**src/rtl/traffic_light_ctrl.sv**
```systemverilog
// ============================================================================
// Module      : traffic_light_ctrl
// Description : Moore FSM sequencing one car signal head and one pedestrian
//               crossing. Rising edges of the blinker square wave (tick) form
//               the time base; the same wave drives the flashing yellow in
//               fault mode.
//               Optional feature macro: TL_PED_EN (pedestrian request latch,
//               early green exit, ped_ack and ped_walk). When undefined the
//               ped ports remain but ped_req is ignored and ped outputs are 0.
// Revision    : 1.0 - initial release
// ============================================================================
`default_nettype none

module traffic_light_ctrl #(
  parameter int C_GREEN_TICKS     = 8,
  parameter int C_MIN_GREEN_TICKS = 3,
  parameter int C_YELLOW_TICKS    = 2,
  parameter int C_RED_TICKS       = 6,
  parameter int C_ALLRED_TICKS    = 1
) (
  input  logic       clk,
  input  logic       rst,
  input  logic       tick,
  input  logic       ped_req,
  input  logic       fault,
  output logic       car_red,
  output logic       car_yellow,
  output logic       car_green,
  output logic       ped_walk,
  output logic       ped_ack,
  output logic [2:0] state
);

  // Counter must hold the largest duration minus one; one extra bit of headroom.
  localparam int C_MAX_GR  = (C_GREEN_TICKS  > C_RED_TICKS)    ? C_GREEN_TICKS  : C_RED_TICKS;
  localparam int C_MAX_YA  = (C_YELLOW_TICKS > C_ALLRED_TICKS) ? C_YELLOW_TICKS : C_ALLRED_TICKS;
  localparam int C_MAX_ALL = (C_MAX_GR > C_MAX_YA) ? C_MAX_GR : C_MAX_YA;
  localparam int CW        = $clog2(C_MAX_ALL) + 1;

  // Last counter value of each state: the edge seen at this value ends the state.
  localparam logic [CW-1:0] C_GREEN_LAST  = CW'(C_GREEN_TICKS - 1);
  localparam logic [CW-1:0] C_MING_LAST   = CW'(C_MIN_GREEN_TICKS - 1);
  localparam logic [CW-1:0] C_YELLOW_LAST = CW'(C_YELLOW_TICKS - 1);
  localparam logic [CW-1:0] C_RED_LAST    = CW'(C_RED_TICKS - 1);
  localparam logic [CW-1:0] C_ALLRED_LAST = CW'(C_ALLRED_TICKS - 1);

  typedef enum logic [2:0] {
    S_ALLRED = 3'd0,
    S_GREEN  = 3'd1,
    S_YELLOW = 3'd2,
    S_RED    = 3'd3,
    S_FLASH  = 3'd4
  } state_t;

  state_t          state_q, state_d;
  logic [CW-1:0]   cnt_q, cnt_d;
  logic            tick_q;
  logic            tick_edge;
  logic            pending;
  logic [CW-1:0]   dur_last;
  logic            dur_done;

  // tick_q resets high so a tick already high at reset release is not an edge.
  assign tick_edge = tick & ~tick_q;

  // Sample the time base for edge detection and for the flashing yellow.
  always_ff @(posedge clk) begin
    if (rst) begin
      tick_q <= 1'b1;
    end else begin
      tick_q <= tick;
    end
  end

  // Select the final counter value for the current state.
  always_comb begin
    dur_last = C_ALLRED_LAST;
    case (state_q)
      S_ALLRED: dur_last = C_ALLRED_LAST;
      S_GREEN:  dur_last = C_GREEN_LAST;
      S_YELLOW: dur_last = C_YELLOW_LAST;
      S_RED:    dur_last = C_RED_LAST;
      default:  dur_last = C_ALLRED_LAST;
    endcase
  end

  // A pending request shortens GREEN once the minimum green has been served.
  assign dur_done = (cnt_q == dur_last) ||
                    ((state_q == S_GREEN) && pending && (cnt_q >= C_MING_LAST));

  // Next-state and tick counter: fault first, then FLASH exit, then timing.
  always_comb begin
    state_d = state_q;
    cnt_d   = cnt_q;
    if (fault) begin
      state_d = S_FLASH;
      cnt_d   = '0;
    end else if (state_q == S_FLASH) begin
      state_d = S_ALLRED;
      cnt_d   = '0;
    end else if (tick_edge) begin
      if (dur_done) begin
        cnt_d = '0;
        case (state_q)
          S_ALLRED: state_d = S_GREEN;
          S_GREEN:  state_d = S_YELLOW;
          S_YELLOW: state_d = S_RED;
          S_RED:    state_d = S_ALLRED;
          default:  state_d = S_ALLRED;
        endcase
      end else begin
        cnt_d = cnt_q + CW'(1);
      end
    end
  end

  // State register and tick counter.
  always_ff @(posedge clk) begin
    if (rst) begin
      state_q <= S_ALLRED;
      cnt_q   <= '0;
    end else begin
      state_q <= state_d;
      cnt_q   <= cnt_d;
    end
  end

`ifdef TL_PED_EN
  logic pending_q, pending_d;
  logic ped_ack_q, ped_ack_d;

  // Request latch: fault and entry to RED clear it; RED/FLASH ignore the button.
  always_comb begin
    pending_d = pending_q;
    ped_ack_d = 1'b0;
    if (fault) begin
      pending_d = 1'b0;
    end else if ((state_d == S_RED) && (state_q != S_RED)) begin
      pending_d = 1'b0;
    end else if (ped_req && !pending_q &&
                 (state_q != S_RED) && (state_q != S_FLASH)) begin
      pending_d = 1'b1;
      ped_ack_d = 1'b1;
    end
  end

  // Request latch and acknowledge pulse registers.
  always_ff @(posedge clk) begin
    if (rst) begin
      pending_q <= 1'b0;
      ped_ack_q <= 1'b0;
    end else begin
      pending_q <= pending_d;
      ped_ack_q <= ped_ack_d;
    end
  end

  assign pending = pending_q;
  assign ped_ack = ped_ack_q;
`else
  logic unused_ped_req;

  assign unused_ped_req = ped_req;
  assign pending        = 1'b0;
  assign ped_ack        = 1'b0;
`endif

  // Lamp decode from the state register only.
  always_comb begin
    car_red    = 1'b0;
    car_yellow = 1'b0;
    car_green  = 1'b0;
    ped_walk   = 1'b0;
    case (state_q)
      S_ALLRED: car_red = 1'b1;
      S_GREEN:  car_green = 1'b1;
      S_YELLOW: car_yellow = 1'b1;
      S_RED: begin
        car_red = 1'b1;
`ifdef TL_PED_EN
        ped_walk = 1'b1;
`endif
      end
      S_FLASH:  car_yellow = tick_q;
      default:  car_red = 1'b1;
    endcase
  end

  assign state = state_q;

endmodule

`default_nettype wire
```
**config.mk**
```make
export PLATFORM = sky130hd
export DESIGN_NAME = traffic_light_ctrl
export DESIGN_NICKNAME = d
export VERILOG_FILES = /design/src/rtl/traffic_light_ctrl.sv
export SDC_FILE = /design/constraint.sdc
export NUM_CORES = 1
export LEC_CHECK = 0
export CORE_UTILIZATION = 35
export CTS_BUF_LIST = sky130_fd_sc_hd__clkbuf_4
export DETAILED_ROUTE_END_ITERATION = 7
export GPL_TIMING_DRIVEN = 0
export REMOVE_ABC_BUFFERS = 1
export SKIP_LAST_GASP = 1
export SYNTH_ARGS = -nofsm -noshare
export SYNTH_HDL_FRONTEND = slang
export SYNTH_SLANG_ARGS = --single-unit
```
**constraint.sdc**
```tcl
create_clock -name clk -period 3.55 [get_ports clk]
set_input_delay 0.8875 -clock clk [delete_from_list [all_inputs] [get_ports clk]]
set_output_delay 0.8875 -clock clk [all_outputs]
set_load 0.02 [all_outputs]
```
Word level (Yosys, flattened, before mapping)
Index checks and enable logic that the tools add are counted.

Bits in registers: 8. Bits in latches: 0. Memory bits (writable): 0. ROM bits: 0. Bits of input ports: 5. Output and inout port bits: 8. Word-level logic and storage cells: 29. Memories kept: 0.

Add/subtract/negate cells: 1. Multipliers: 0. Div/mod/pow operators: 0. Magnitude comparators: 0. Equal/unequal tests: 5. Shifts and indexed selects: 0. Multiplexer cells: 10. Bitwise logic cells: 2. Reductions and logical operators: 7.

Operators by type and width (count): $mux 3 (4); $pmux 3 s3 (1); $eq 3x2->1 const B (2); $pmux 2 s3 (1); $reduce_bool 3->1 (2); $reduce_or 3->1 (2); $add 4x1->4 const B (1); $eq 4x4->1 (1); $mux 4 (1); $reduce_and 2->1 (2); $eq 3x1->1 const B (1); $eq 3x3->1 const B (1); $logic_not 3->1 (1); $mux 1 (2); $pmux 1 s2 (1); $and 1x1->1 (1); $not 1->1 (1).

Logic depth before layout (Yosys ltp)
Gate-level depths: netlist of the first run.

Depth in word-level cells: 7. Mapped depth: 5. Mapped depth without buffers: 4.

Worst setup path after synthesis of the first run
No wires, ideal clock.

Path kind: reg-to-output. Start: reg state_q[0] (netlist: state[0]). End: out car_red. Arrival: 1288 ps. Data required time: 2663 ps. Setup slack: 1375 ps. Stages on the path, launching flop included: 4. Buffers on the path: 1. Path through: dfxtp_1 -> buf_2 -> nor3b_2 -> nor2_1.

Cells in the longest elaborated chain, start to end: 3. Elaborated cells between the ends (all ways): 5. Those cells by class: eq/ne (3); mux (1); reduce/logical (1).

Ends and longest elaborated chain: from (decl) (RTL line 55) `state_t state_q, state_d;`; from (signal assigned) (RTL line 123) `state_q <= state_d;`; $eq 3x1->1 (tied with other cells) (RTL line 174) `case (state_q)`; $reduce_or 3->1 (no source line) (*); $mux 1 (*) (RTL line 174); to (decl) (RTL line 26) `output logic car_red,`.

Mark *: on every way between the ends. The rest lies on a longest branch, timed or not.

Worst setup path in the final report of the first run
Start: reg state_q[0] (netlist: state[0]). End: out car_green.

Cells in the longest elaborated chain, start to end: 2.

Ends and longest elaborated chain: $eq 3x1->1 (RTL line 174); $mux 1 (RTL line 174); to (decl) (RTL line 28) `output logic car_green,`.

No other way between the ends.

==> summary.txt, run 1 <==
Logic synthesis
  • Synth Flop Type: dfxtp_1
  • Post-synthesis sequential area ratio: about a third
  • Post-Syn Area per Cell: 8.92 sq um
  • Async SR Flop Fraction: 0%
  • Synth cell types: 25
  • Mapped Cells: 53
  • Netlist Area Pre-Place: approximately 470 sq um
  • Post-synth EDFFs: 0
  • FF+latch count, synth: 8
  • Synth warnings: 0

GRT
  • Largest net degree at the start of global routing: 12
  • Vias in the first global route: between 300 and 400
  • Antenna violations before repair: 0
  • First-pass GRT wire length: 1.37 mm
  • GR Util All Layers: 14.1%
  • Gr ovfl total: 0

Cells and area
  • Non-filler instance count after layout: between 70 and 80
  • Commonest non-fill, non-tap cell in the layout: clkdlybuf4s50_1
  • Nets: 70
  • Antenna Cells: 0
  • Most frequent cells in the layout: clkdlybuf4s50_1 (9), dfxtp_1 (8)
  • Layout cells sized above 1: 9.68%
  • Area Growth Syn to Fin: 23.3%

Drt
  • # DRC: 0
  • Final WL: 826 um
  • DR iter-0 viols: 6
  • DR pass1 iterations: 3
  • Via-to-Cell Ratio: roughly 4.9
  • WL per Instance: 10.9 um
  • Antenna Nets Post-Route: 0
  • Via Count: ~380

STA
  • Tmin final: 2.62 ns
  • RSZ-0062 raised after global routing: no
  • Fmax: 0.382 GHz
  • WHS: 0.552 ns
  • Max-slew violation count: 0
  • Max-slew headroom: 65.9%
  • Hold Vio Cnt, Final: 0
  • Clk_skew: around 0.0024 ns
  • Setup-failing EPs final: 0
  • Measured slew at the worst slew-check pin: 0.508 ns
  • Fin Setup TNS: 0 ns
  • Period utilization: between 70% and 80%

Die
  • Core area: 1190 sq um
  • Initial core utilization: 39.9%
  • Die H: 38.8 um
  • I/O Pins: 13
  • Rows: 12
  • Die Span X: 38.8 um
  • Full die area: 1500 sq um

CTS
  • CTS sink cnt: 8
  • PostCTS Resize Cnt: 0
  • TritonCTS clock tree: built
  • Clk slew on worst S/H paths: 0.05 ns
  • Worst-Skew Late Latency: 0.25 ns
  • Root buf cell: clkbuf_4
  • Postcts setup bufs: 0
  • Total CTS buffers: 3
  • Clock Tree Buf Depth: 2
  • H-tree depth: 1
  • CTS Hold Buffers Added: 0

Place
  • Routability congestion estimate: 0.728
  • Placed cell count: 73
  • Post-detail-place hpwl: around 600 um
  • Port Buf Inserts: 9

Pwr
  • Pwr per Cell Area: between 300 and 400 nW/um^2
  • Leak: roughly 0.00022 uW
  • VDD IR max: 123 uV

Critical path
  • Worst Path Required: around 2.7 ns
  • R2R Path Start: state[0]$_SDFFE_PP0P_
  • Crit Path Category: flip-flop to output pin
  • CP endpoint kind: output pin
  • Crit start category: flip-flop
  • Worst setup path start: state[0]$_SDFFE_PP0P_
  • R2R setup slack: 1.89 ns
  • WP data arrival: 1.73 ns
  • Critical path peak fanout: 11

Min path
  • Hold Crit Class: flip-flop to flip-flop
  • Startpoint of the worst hold path: cnt_q[3]$_SDFFE_PP0P_

Run status
  • Status: finished clean

Flow run
  • Max-cap viol count: 0
## cell usage after synthesis, types with 2 or more instances
cell type	n	share of area, %
a21oi_1	2	2.1
nand2b_1	4	5.3
dfxtp_1	8	34
nor2_1	3	2.4
nor3_1	4	4.2
xor2_1	4	7.4
buf_4	2	3.2
xnor2_1	3	5.6
mux2i_1	3	6.3
nand2_1	4	3.2
nand3b_1	2	3.2
## final cells by class
type                            instances  area [sq um]
Fill cell                             121           603
Multi-Input combinational cell         41           289
Sequential cell                         8           160
Timing Repair Buffer                    9          90.1
Clock buffer                            3          22.5
Tap cell                               14          17.5
Inverter                                1          3.75
## stage by stage
stage	utilization, %	power, uW	worst slack [ns]	instance area [sq um]
detailed placement	47.3	123	0.859	561
global placement	47.3	122	0.872	561
finish	49.2	190	0.930	583
global route	49.2	203	0.852	583
CTS	49.2	195	0.913	583
floorplan	-	112	1.39	453
## power breakdown
group / internal [uW] / switching, uW
logic: 12.8 / 13.4
registers: 91.6 / 2.87
clock network: 38.7 / 30.6
total: 143 / 46.9
## path summary, 6_finish.rpt
kind / end / depth (start not counted)
worst max-delay path: car_green / 2
worst min-delay path: cnt_q[3]$_SDFFE_PP0P_ / 2
worst max register to register: state[1]$_SDFFE_PP0P_ / 4
worst min register to register: cnt_q[3]$_SDFFE_PP0P_ / 2
## kinds of logic (layout without fill, tap and decap cells)
| family | after synthesis | count (layout) | share of synthesized area, % |
|---|---|---|---|
| xor+xnor | 7 | 7 | 13.0 |
| mux | 3 | 3 | 6.35 |
| other cells | 1 | 2 | 0.793 |
| compound gates | 6 | 6 | 8.20 |
| buf+inv | 5 | 13 | 5.82 |
| flops | 8 | 8 | 33.9 |
| fa+ha+maj | 1 | 1 | 2.65 |
| simple gates | 22 | 22 | 29.4 |
## critical path, stage by stage (launching register included)
cell and delay, ns:
dfxtp_1 0.52, nor3b_2 0.31, clkdlybuf4s50_1 0.65
## flip-flops by register name, summed over array words and instances (netlist names)
name    cells
tick_q      1
state       3
cnt_q       4
## per-layer routing
layer / routed length (um) / GRT usage (%) / up-vias
li1: - / - / 196
met1: 424 / 18.0 / 167
met2: 372 / 18.8 / 10
met3: 16 / 3.47 / 2
met4: 12 / 12.9 / 0
met5: 0 / 0 / -
(Power assumes the default switching activity.)
==> run 2: changes to the inputs <==
==> constraint.sdc (replaced) <==
create_clock -name clk -period 2.3 [get_ports clk]
set_input_delay 0.575 -clock clk [delete_from_list [all_inputs] [get_ports clk]]
set_output_delay 0.575 -clock clk [all_outputs]
set_load 0.02 [all_outputs]
==> run 2 against run 1 <==
- utilization up 0.32 points
- first-iteration DRC count shrank 33%
- clock power increased by 54%
- non-clock buffer count unchanged
- sequential share of layout area grew 0.46 points
- routed wire length decreased by 0.12%
- combinational power up 55%
- global-route usage unchanged
- worst setup slack got worse by 0.81 ns
- final area grew 0.64%
- worst hold slack got worse by 0.023 ns
- largest cell class unchanged
==> summary.txt, run 2 (synthesized netlist as in run 1, its figures left out) <==
Run status
  • Status: finished clean

Drt
  • DR iter-0 viols: 4
  • Via-to-Cell Ratio: 4.92
  • Final WL: a little over 800 um
  • Antenna Nets Post-Route: 0
  • # DRC: 0
  • Via Count: around 370
  • DR pass1 iterations: 3
  • WL per Instance: 10.9 um

Cells and area
  • Commonest non-fill, non-tap cell in the layout: clkdlybuf4s50_1
  • Most frequent cells in the layout: clkdlybuf4s50_1 (9), dfxtp_1 (5)
  • Layout cells sized above 1: 14.5%
  • Area Growth Syn to Fin: 24.1%
  • Antenna Cells: 0
  • Largest Register: cnt_q
  • Design area: 587 sq um
  • Final core utilization: 49.5%
  • Nets: 70
  • Max FFs per register: 4

Pwr
  • Leak: ~0.00022 uW
  • Total power: 293 uW
  • VDD IR max: 189 uV
  • Pwr per Cell Area: 500 nW/um^2

CTS
  • Worst-Skew Late Latency: roughly 0.25 ns
  • H-tree depth: 1
  • CTS Hold Buffers Added: 0
  • Root buf cell: clkbuf_4
  • Postcts setup bufs: 0
  • Total CTS buffers: 3
  • CTS sink cnt: 8
  • Clk slew on worst S/H paths: approximately 0.05 ns
  • TritonCTS clock tree: built
  • Clock Tree Buf Depth: 2

STA
  • Max-slew headroom: about 66%
  • Setup-failing EPs final: 0
  • Tmin final: 2.18 ns
  • Fmax: 0.459 GHz
  • Clk_skew: 0.00227 ns
  • Measured slew at the worst slew-check pin: 0.506 ns
  • Max-slew violation count: 0
  • WHS: 0.529 ns
  • Period utilization: 94.8%
  • Hold Vio Cnt, Final: 0
  • RSZ-0062 raised after global routing: no
  • Fin Setup TNS: 0 ns

Die
  • Die H: 38.8 um
  • Initial core utilization: 39.9%
  • Rows: 12
  • Die Span X: 38.8 um
  • Full die area: about 1500 sq um
  • Core area: 1190 sq um
  • I/O Pins: 13

Critical path
  • Crit start category: flip-flop
  • Highest cell delay on the worst timing path: 0.65 ns
  • CP endpoint kind: output pin
  • Worst-path cell chain: nor3b_2 -> clkdlybuf4s50_1
  • Critical path peak fanout: 11
  • Crit Path Category: flip-flop to output pin
  • Crit-path slowest cell: clkdlybuf4s50_1
  • Worst Path Required: 1.73 ns
  • WP data arrival: roughly 1.6 ns

Place
  • Area post-placement: 561 sq um
  • Post-detail-place hpwl: 597 um
  • Routability congestion estimate: 0.728
  • Port Buf Inserts: 9

GRT
  • GR Util All Layers: 14.1%
  • Vias in the first global route: 341
  • Largest net degree at the start of global routing: 12
  • Gr ovfl total: 0
  • First-pass GRT wire length: 1.37 mm
  • Antenna violations before repair: 0

Flow run
  • Max-cap viol count: 0

Min path
  • Hold Crit Class: flip-flop to flip-flop
-- run 2: cell counts in the layout (fill, tap and decap cells not counted) --
No cell type changed its count.
-- run 2: cell type report --
type	instances	area, sq um
multi-input cells	41	289
repair buffers	9	90.1
inverters	1	3.75
flip-flops and latches	8	164
well taps	14	17.5
clock buffers	3	22.5
fillers	120	599
-- run 2: worst paths after layout --
kind | startpoint | end | slack, ns | cells past startpoint
setup / recovery | state[0]$_SDFFE_PP0P_ | car_green | 0.12 | 2
hold / removal | state[1]$_SDFFE_PP0P_ | state[1]$_SDFFE_PP0P_ | 0.53 | 2
setup reg to reg | tick_q$_SDFF_PP1_ | state[1]$_SDFFE_PP0P_ | 0.71 | 4
hold reg to reg | state[1]$_SDFFE_PP0P_ | state[1]$_SDFFE_PP0P_ | 0.53 | 2
-- run 2: critical path: cells and delay by family (launching register included) --
| family | cells | cell delay (ns) |
|---|---|---|
| flops | 1 | 0.43 |
| simple gates | 1 | 0.28 |
| buf+inv | 1 | 0.65 |
-- run 2: through the flow --
stage                     std cells  setup WS, ns
after floorplan                  50         0.449
after global placement           73       -0.0657
after detailed placement         73       -0.0786
after CTS                        76        0.0421
after global routing             76        0.0557
final                            76         0.121
-- run 2: what timing repair did --
action	CTS	global route
gates cloned	0	0
setup endpoints to repair	1	2
gates resized for setup	1	2
-- run 2: metal layers --
| metal | vias to the layer above | track usage (%) | part of all wire (%) |
|---|---|---|---|
| met5 | - | 0 | 0 |
| met4 | 0 | 12.9 | 1.5 |
| met3 | 2 | 3.47 | 1.9 |
| met2 | 10 | 18.8 | 45 |
| met1 | 166 | 18.0 | 51 |
| li1 | 196 | - | - |
-- run 2: power by group --
group | leakage, uW | total, uW | switching (uW) | internal [uW]
registers | 0.0000663 | 146 | 4.43 | 142
clock network | 0.0000138 | 107 | 47.2 | 59.7
logic | 0.000136 | 40.5 | 20.7 | 19.8
==> run 3: changes to the inputs <==
--- a/config.mk
+++ b/config.mk
@@ -5,10 +5,13 @@
 export SDC_FILE = /design/constraint.sdc
 export NUM_CORES = 1
 export LEC_CHECK = 0
+export CELL_PAD_IN_SITES_DETAIL_PLACEMENT = 0
+export CELL_PAD_IN_SITES_GLOBAL_PLACEMENT = 1
 export CORE_UTILIZATION = 35
 export CTS_BUF_LIST = sky130_fd_sc_hd__clkbuf_4
 export DETAILED_ROUTE_END_ITERATION = 7
 export GPL_TIMING_DRIVEN = 0
+export PLACE_DENSITY_LB_ADDON = 0.1
 export REMOVE_ABC_BUFFERS = 1
 export SKIP_LAST_GASP = 1
 export SYNTH_ARGS = -nofsm -noshare
==> constraint.sdc (replaced) <==
create_clock -name clk -period 2.31 [get_ports clk]
set_input_delay 0.5775 -clock clk [delete_from_list [all_inputs] [get_ports clk]]
set_output_delay 0.5775 -clock clk [all_outputs]
set_load 0.02 [all_outputs]
==> run 3 against run 2 <==
- first-iteration DRC count shrank 50%
- sequential power about the same
- final area stayed put
- sequential share of layout area did not move
- critical path type unchanged
- largest power group unchanged
- highest routed layer unchanged
==> summary.txt, run 3 (synthesized netlist as in run 1, its figures left out) <==
Run status
  • Status: finished clean

GRT
  • Antenna violations before repair: 0
  • Gr ovfl total: 0
  • GR Util All Layers: 13.7%
  • Vias in the first global route: 346
  • First-pass GRT wire length: around 1.4 mm
  • Largest net degree at the start of global routing: 12

CTS
  • TritonCTS clock tree: built
  • Clock Tree Buf Depth: 2
  • Postcts setup bufs: 0
  • CTS sink cnt: 8
  • Total CTS buffers: 3
  • Clk slew on worst S/H paths: 0.06 ns
  • Root buf cell: clkbuf_4
  • CTS Hold Buffers Added: 0
  • H-tree depth: 1
  • Worst-Skew Late Latency: 0.25 ns

Critical path
  • Crit Path Category: flip-flop to output pin
  • Crit path buf inv count: 1
  • CP endpoint kind: output pin
  • CP delay by family, top: buffers and inverters
  • Critical path peak fanout: 11
  • RR Endpoint: state[0]$_SDFFE_PP0P_
  • Worst Path Required: 1.73 ns
  • Reg2Reg Depth: 4
  • Highest cell delay on the worst timing path: 0.65 ns
  • R2R setup slack: 0.71 ns
  • Worst-path cell chain: nor3b_2 -> clkdlybuf4s50_1
  • Crit start category: flip-flop
  • R2R Path Start: tick_q$_SDFF_PP1_
  • WP data arrival: 1.61 ns
  • Crit-path slowest cell: clkdlybuf4s50_1

Cells and area
  • Most frequent cells in the layout: clkdlybuf4s50_1 (9), dfxtp_1 (5)
  • Filler cell count: 120
  • Nets: 70
  • Design area: between 500 and 600 sq um
  • Area Growth Syn to Fin: 24.1%
  • Antenna Cells: 0
  • Multi-input logic area: 289 sq um
  • FF+latch area: 164 sq um
  • Layout cells sized above 1: 14.5%
  • Largest Register: cnt_q
  • Commonest non-fill, non-tap cell in the layout: clkdlybuf4s50_1
  • Max FFs per register: 4

Pwr
  • Internal: 220 uW
  • Sequential cell fraction of total power: 49.2%
  • Net load switching power: 75.1 uW
  • VDD IR max: about 270 uV
  • Pwr per Cell Area: 503 nW/um^2
  • Leak: roughly 0.00022 uW
  • Clock share of power: 37.2%
  • Comb power frac: 13.6%
  • Switch share: 25.4%

Die
  • Die Span X: 38.8 um
  • Initial core utilization: 39.9%
  • Rows: 12
  • Full die area: about 1500 sq um
  • Die H: 38.8 um
  • I/O Pins: 13
  • Core area: 1190 sq um

STA
  • Setup-failing EPs final: 0
  • Fmax: 0.457 GHz
  • Max-slew headroom: 65.4%
  • Period utilization: 94.7%
  • Measured slew at the worst slew-check pin: just over 0.5 ns
  • Tmin final: 2.19 ns
  • Fin Setup TNS: 0 ns
  • Max-slew violation count: 0
  • Hold Vio Cnt, Final: 0
  • RSZ-0062 raised after global routing: no
  • Final worst setup slack: 0.121 ns
  • Clk_skew: between 0.0015 and 0.002 ns

Drt
  • Antenna Nets Post-Route: 0
  • Final WL: 793 um
  • # DRC: 0
  • Via Count: roughly 370
  • Via-to-Cell Ratio: 4.91
  • WL per Instance: 10.4 um
  • DR pass1 iterations: 3
  • DR iter-0 viols: 2

Min path
  • Startpoint of the worst hold path: state[1]$_SDFFE_PP0P_
  • Hold Crit Class: flip-flop to flip-flop
  • Hold endpoint: state[1]$_SDFFE_PP0P_
  • Hold depth: 2

Place
  • Post-detail-place hpwl: 579 um
  • Port Buf Inserts: 9
  • Place WS: -0.0807 ns
  • Routability congestion estimate: between 0.6 and 0.7
  • Area post-placement: 561 sq um

Flow run
  • Max-cap viol count: 0
run 3: power groups by stage:
stage	Sequential [uW]	Combinational, uW	Clock, uW
floorplan	149	23.4	0
global placement	148	40.6	0
detailed placement	148	40.7	0
CTS	145	40.7	114
global route	146	44.5	119
finish	145	40.3	110
run 3: worst register-to-register path, cell delays in order (launching register included):
cell      delay [ns]
dfxtp_1         0.31
nor2b_1         0.35
nand2b_1        0.15
nor4_4          0.48
mux2i_1         0.23
run 3: final cells by class:
type	instances	area share, %
clock buffer	3	3.84
inverter	1	0.640
multi-input combinational	41	49.3
sequential	8	27.9
tap	14	2.99
timing repair buffer	9	15.4
run 3: per-layer routing:
metal	vias up	part of all wire, %	track usage, %
met3	2	4.0	1.73
met5	-	0	0
met1	162	53	18.3
met4	0	1.9	10.3
li1	196	-	-
met2	13	40	19.6
run 3: what timing repair did:
action                                 CTS  global route
gates resized for setup                  1             2
endpoints found under the hold margin    0             0
pin swaps                                0             0
setup endpoints to repair                1             2
run 3: per-stage QoR:
stage               util, %  hold slack [ns]  cells  power, uW
floorplan                 -            0.519     50        172
global placement       47.3            0.542     73        189
detailed placement     47.3            0.549     73        189
CTS                    49.3            0.534     76        300
global route           49.5            0.575     76        309
finish                 49.5            0.529     76        295
run 3: how the worst max path moves through the flow:
stage | startpoint | endpoint | cells past startpoint
after floorplan | state[0]$_SDFFE_PP0P_ | car_red | 2
after global placement | tick | state[0]$_SDFFE_PP0P_ | 5
after detailed placement | tick | state[0]$_SDFFE_PP0P_ | 5
after CTS | state[1]$_SDFFE_PP0P_ | car_red | 4
after global routing | state[0]$_SDFFE_PP0P_ | car_green | 2
final | state[0]$_SDFFE_PP0P_ | car_green | 2
